==> config.mk <==
export PLATFORM = sky130hd
export DESIGN_NAME = pc_sequencer
export DESIGN_NICKNAME = d
export VERILOG_FILES = /design/src/rtl/pc_sequencer.sv
export SDC_FILE = /design/constraint.sdc
export NUM_CORES = 1
export LEC_CHECK = 0
export BUFFER_PORTS_ARGS = -buffer_cell sky130_fd_sc_hd__buf_2
export CORE_AREA = 8 8 105 107
export DETAILED_ROUTE_END_ITERATION = 8
export DIE_AREA = 0 0 113 115
export PLACE_DENSITY = 0.87
export SYNTH_ARGS = -nofsm -noshare
export SYNTH_HDL_FRONTEND = slang
export SYNTH_SLANG_ARGS = --single-unit
==> constraint.sdc <==
create_clock -name clk -period 8.59 [get_ports clk]
set_input_delay 1.718 -clock clk [delete_from_list [all_inputs] [get_ports clk]]
set_output_delay 1.718 -clock clk [all_outputs]
set_load 0.02 [all_outputs]
==> src/rtl/pc_sequencer.sv <==
// Program counter and interrupt/exception sequencer for the single-cycle MIPS core.
// Kernel mode is pc[31]; events vector to fixed ROM words and hand back a return address for $26.
module pc_sequencer #(
    parameter logic [31:0] RESET_VEC = 32'h8000_0000,
    parameter logic [31:0] IRQ_VEC   = 32'h8000_0004,
    parameter logic [31:0] EXC_VEC   = 32'h8000_0008
) (
    input  logic        clk,
    input  logic        reset,
    input  logic        stall,
    input  logic        irq,
    input  logic        illegal_op,
    input  logic [1:0]  pc_src,
    input  logic        branch_taken,
    input  logic [15:0] branch_imm,
    input  logic [25:0] jump_target,
    input  logic [31:0] jr_target,
    output logic [31:0] pc,
    output logic [31:0] pc_plus4,
    output logic        squash,
    output logic        xp_we,
    output logic [31:0] xp_data,
    output logic        int_ack,
    output logic [1:0]  cause
);

    typedef enum logic [1:0] {
        CauseNone = 2'd0,
        CauseIrq  = 2'd1,
        CauseExc  = 2'd2
    } cause_e;

    logic [31:0] pc_q, pc_d;
    logic        irq_pending_q, irq_pending_d;
    logic        irq_prev_q;
    logic [1:0]  cause_q, cause_d;

    logic        kernel;
    logic        irq_edge;
    logic [31:0] seq_pc;
    logic [31:0] branch_pc;
    logic [31:0] jump_pc;
    logic [31:0] jr_clean;
    logic [31:0] jr_pc;

    assign kernel    = pc_q[31];
    assign irq_edge  = irq & ~irq_prev_q;
    assign seq_pc    = pc_q + 32'd4;
    assign branch_pc = seq_pc + {{14{branch_imm[15]}}, branch_imm, 2'b00};
    assign jump_pc   = {pc_q[31:28], jump_target, 2'b00};
    assign jr_clean  = jr_target & 32'hFFFF_FFFC;
    // User code may not set the kernel bit through a register jump.
    assign jr_pc     = kernel ? jr_clean : (jr_clean & 32'h7FFF_FFFF);

    always_comb begin
        pc_d          = seq_pc;
        squash        = 1'b0;
        xp_we         = 1'b0;
        xp_data       = seq_pc;
        int_ack       = 1'b0;
        cause_d       = cause_q;
        irq_pending_d = irq_pending_q | irq_edge;

        if (stall) begin
            pc_d = pc_q;
        end else if (illegal_op && !kernel) begin
            pc_d    = EXC_VEC;
            squash  = 1'b1;
            xp_we   = 1'b1;
            xp_data = seq_pc;
            cause_d = CauseExc;
        end else if (irq_pending_q && !kernel) begin
            // Return to the squashed instruction so it re-executes.
            pc_d          = IRQ_VEC;
            squash        = 1'b1;
            xp_we         = 1'b1;
            xp_data       = pc_q;
            int_ack       = 1'b1;
            cause_d       = CauseIrq;
            irq_pending_d = irq_edge;
        end else begin
            case (pc_src)
                2'd1: pc_d = branch_taken ? branch_pc : seq_pc;
                2'd2: pc_d = jump_pc;
                2'd3: pc_d = jr_pc;
                default: pc_d = seq_pc;
            endcase
        end
    end

    always_ff @(posedge clk or posedge reset) begin
        if (reset) begin
            pc_q          <= RESET_VEC;
            irq_pending_q <= 1'b0;
            irq_prev_q    <= 1'b0;
            cause_q       <= CauseNone;
        end else begin
            pc_q          <= pc_d;
            irq_pending_q <= irq_pending_d;
            irq_prev_q    <= irq;
            cause_q       <= cause_d;
        end
    end

    assign pc       = pc_q;
    assign pc_plus4 = seq_pc;
    assign cause    = cause_q;

endmodule

Word level (Yosys, flattened, before mapping)
Index checks and enable logic that the tools add are counted.
{ "word_totals": {"register_bits": 36, "input_bits": 82, "output_inout_bits": 101, "elab_cells": 39} }
{ "op_classes": {"addsub": 2, "eq_ne": 4, "n_mux": 18, "bitwise_logic": 4, "reduce_logical": 6} }
{ "op_table": {"columns": ["operator", "n"], "rows": [
  ["$mux 32", 7],
  ["$pmux 32 s3", 1],
  ["$add 32x3->32 const B", 1],
  ["$add 32x32->32", 1],
  ["$mux 1", 8],
  ["$eq 2x2->1 const B", 2],
  ["$mux 2", 2],
  ["$reduce_and 2->1", 2],
  ["$ne 3x3->1 const B", 1],
  ["$eq 2x1->1 const B", 1],
  ["$logic_and 1x1->1", 2],
  ["$not 1->1", 2],
  ["$reduce_bool 2->1", 1],
  ["$and 1x1->1", 1],
  ["$logic_not 1->1", 1],
  ["$or 1x1->1", 1]
]} }

Depth between registers and ports, before layout
{ "depth": {"word_depth": 6, "ltp_mapped": 16, "depth_no_buf": 15} }

Worst setup path before layout
OpenSTA, ideal clock, no wires.
{ "synth_path": {"kind": "input port to output port", "startpoint": "in stall", "endpoint": "out xp_data[6]", "arrival_time_ns": 3.416, "t_required_ns": 6.872, "path_slack_ns": 3.456, "stages": 7, "path_buffers": 2, "cell_sequence": "clkbuf_1 -> nor3_1 -> nand2_1 -> clkinv_1 -> clkbuf_1 -> nor2_1 -> xnor2_1"} }
{ "synth_between": {"elab_chain_cells": 1} }
{ "synth_rtl": {"columns": ["element", "line_no", "text"], "rows": [
  ["start, declared", "10", "input logic stall,"],
  ["$mux 32", "64", "if (stall) begin"],
  ["end, declared", "22", "output logic [31:0] xp_data,"]
]} }
No other way between the ends.

Final worst setup path
{ "layout_path": {"startpoint": "in stall", "endpoint": "out xp_data[17]"} }
The elaborated chain is that of the path after synthesis.

==> reports/metrics.yaml <==
skew_ps: 5.74
synth_edf_count: 0
worstRegToRegCells: 14
setup_ws_ps: 2290
final_max_slew_viol_count: 0
ys_seq_area_share_pct: 16.6
grt_pass1_wl_um: 30000
maxCapViolCount: 0
postSynthAreaPerCell_um2: 7.39
place_ws_ps: 2440
synth-seq-cells: 34
io_pins: 183
period_share_pct: 73.3
grt.total_usage_pct: 28.7
r2r_slack_ps: 3440
layout.nets: 956
cp.depth: 8
vias_per_cell: 6.40
cts.sinks: 34
post_drt_wl_per_cell_um: 20.3
cp-start-kind: "input pin"
clock_path_buffers: 2
post_cts_resized: 0
r2r-end: "pc[31]$_DFFE_PP1P_"
crit_chain: "buf_2, nor3_1, nand2_1, clkinv_1, nor2_1, nand3_1, xnor2_1, buf_2"
grt_max_degree: 40
syn_area_um2: 5140
period_minus_slack_ps: 6300
die_h_um: 115
synth_ff_type: "dfrtp_1"
drcViolationCount: 0
p_leak_nw: 2.93
peakVddDrop_mv: 0.150
first_pass_iters: 5
die_area_um2: 13000
worst_ep_arrival_time_ps: 4580
crit_path_end: "xp_data[17]"
syn_inst: 696
reg2reg_from: "pc[2]$_DFFE_PP0N_"
slew-limit-headroom_pct: 39.0
grt_antenna_before_repair: 0
max_freq_mhz: 159
hold_buffers: 0
port_buffers: 174
gp_congestion: 0.926
synth_cell_types: 68
dr_total_vias: 6105
insertedDiodeCount: 0
crit_required_ps: 6870
initial_core_util_pct: 54.4
drtIter0Drc: 667
cts_root_buf: "clkbuf_8"
whs_ps: 451
fin_util_pct: 64.5
drive_gt1_share_pct: 24.6
slowest_delay_ps: 840
path_delay_family: "buffers and inverters"
outcome: "finished, final reports clean"
core_um2: 9460
fin_cells: 954
overflow: 0
hold_viol_final: 0
crit_fanout: 29
worstMarginPinSlew_ps: 912
path_common_cell: "buf_2"
cp-end-kind: "primary output"
layout_common_cells: "buf_2, nand2_1, nor2_1, o21ai_0, a21oi_1"
cp_num_buf_inv: 3
worstSkewPairLatency_ps: 300
h-tree-depth: 2
drt-total-wl_um: 19300
cts_setup_buffers: 0
cts_tree: "done"
power.density_nw_per_um2: 306
fin_tns_setup_ps: 0
rows: 36
place_inst: 946
worstSetupPathType: "input pin to primary output"
die_w_um: 113
yosys_warnings: 0
cts_buffers: 5
clkSlewWorstSetupHoldPaths_ps: 90
async_flop_share_pct: 100
hold_path_class: "flop to flop"
setup_viol: 0
grt_pass1_vias: 5799
crit_path_start: "stall"
layout_commonest_cell: "buf_2"
dp_hpwl_um: 14700
crit_slowest_cell: "clkinv_1"
area_growth_pct: 18.7
postRouteAntennaNets: 0
rsz0062_at_grt: "no"
metrics by stage:
step	cell area [µm²]	total power, W
4_1_cts	6100	0.00185
3_5_place_dp	5990	0.00168
5_1_grt	6100	0.00199
6_report	6100	0.00186
3_3_place_gp	5990	0.00166
2_1_floorplan	5160	0.00130
worst reg2reg max path, stage by stage (launching register included):
cell and delay, ps:
dfrtp_1 490, ha_1 300, nand4_1 420, nor3_1 530
nand3b_1 280, xnor2_1 420, ha_1 450, a21o_1 210
a21o_1 190, a2111oi_0 790, o211ai_1 240, a21oi_1 220
xor2_1 230, nor3_1 70, o31ai_1 240
state kept, by name, summed over array words and instances (netlist names):
name	cells
cause	2
irq_pending_q	1
pc	30
irq_prev_q	1
synth_stat cells, drive strengths merged, types with 14 or more instances:
library cell,instances,area share (%)
buf,18,2.0
clkbuf,28,2.0
o21ai,62,6.1
xnor2,50,8.5
mux2i,15,2.9
nor2,62,4.5
a21o,15,2.2
xor2,27,4.6
a211oi,14,2.2
dfrtp,33,16
inv,27,2.0
ha,34,8.3
nand2,69,5.0
nand3,29,2.8
a21oi,56,5.5
cell type report:
class                           instances  area [µm²]
Inverter                               29         109
Tap cell                              114         143
Clock buffer                            5        68.8
Clock inverter                          3        45.0
Sequential cell                        34         852
Fill cell                             901        3360
Multi-Input combinational cell        592        3990
Timing Repair Buffer                  177         893
where the power goes:
group          switching (W)  internal, W
Combinational       0.000843     0.000515
Clock              0.0000742    0.0000865
Sequential          0.000126     0.000218
cells by family (layout without fill, tap and decap cells):
logic type	Yosys count	in the layout	share of synthesized area, %
compound gates	232	232	29.5
simple gates	221	221	20.6
xor+xnor	77	77	13.1
buf+inv	75	214	6.18
fa+ha+maj	35	35	8.66
flops	34	34	16.6
mux	21	21	5.33
other cells	1	6	0.0729
worst min path at each step:
| stage | to | start | slack [ps] | depth (start not counted) |
|---|---|---|---|---|
| after floorplan | irq_pending_q$_DFF_PP0_ | irq_prev_q$_DFF_PP0_ | 410 | 1 |
| after global placement | irq_pending_q$_DFF_PP0_ | irq_prev_q$_DFF_PP0_ | 440 | 1 |
| after detailed placement | irq_pending_q$_DFF_PP0_ | irq_prev_q$_DFF_PP0_ | 440 | 1 |
| after CTS | irq_pending_q$_DFF_PP0_ | irq_prev_q$_DFF_PP0_ | 460 | 1 |
| after global routing | irq_pending_q$_DFF_PP0_ | irq_prev_q$_DFF_PP0_ | 480 | 1 |
| final | irq_pending_q$_DFF_PP0_ | irq_prev_q$_DFF_PP0_ | 450 | 1 |
per-layer routing:
metal / vias up / track usage (%) / routed length, µm
li1: 2816 / - / -
met2: 387 / 48.3 / 8850
met5: - / 0 / 0
met1: 2854 / 34.5 / 7650
met3: 48 / 6.93 / 2200
met4: 0 / 11.5 / 647
No activity file was read; power rests on OpenSTA's default activity.
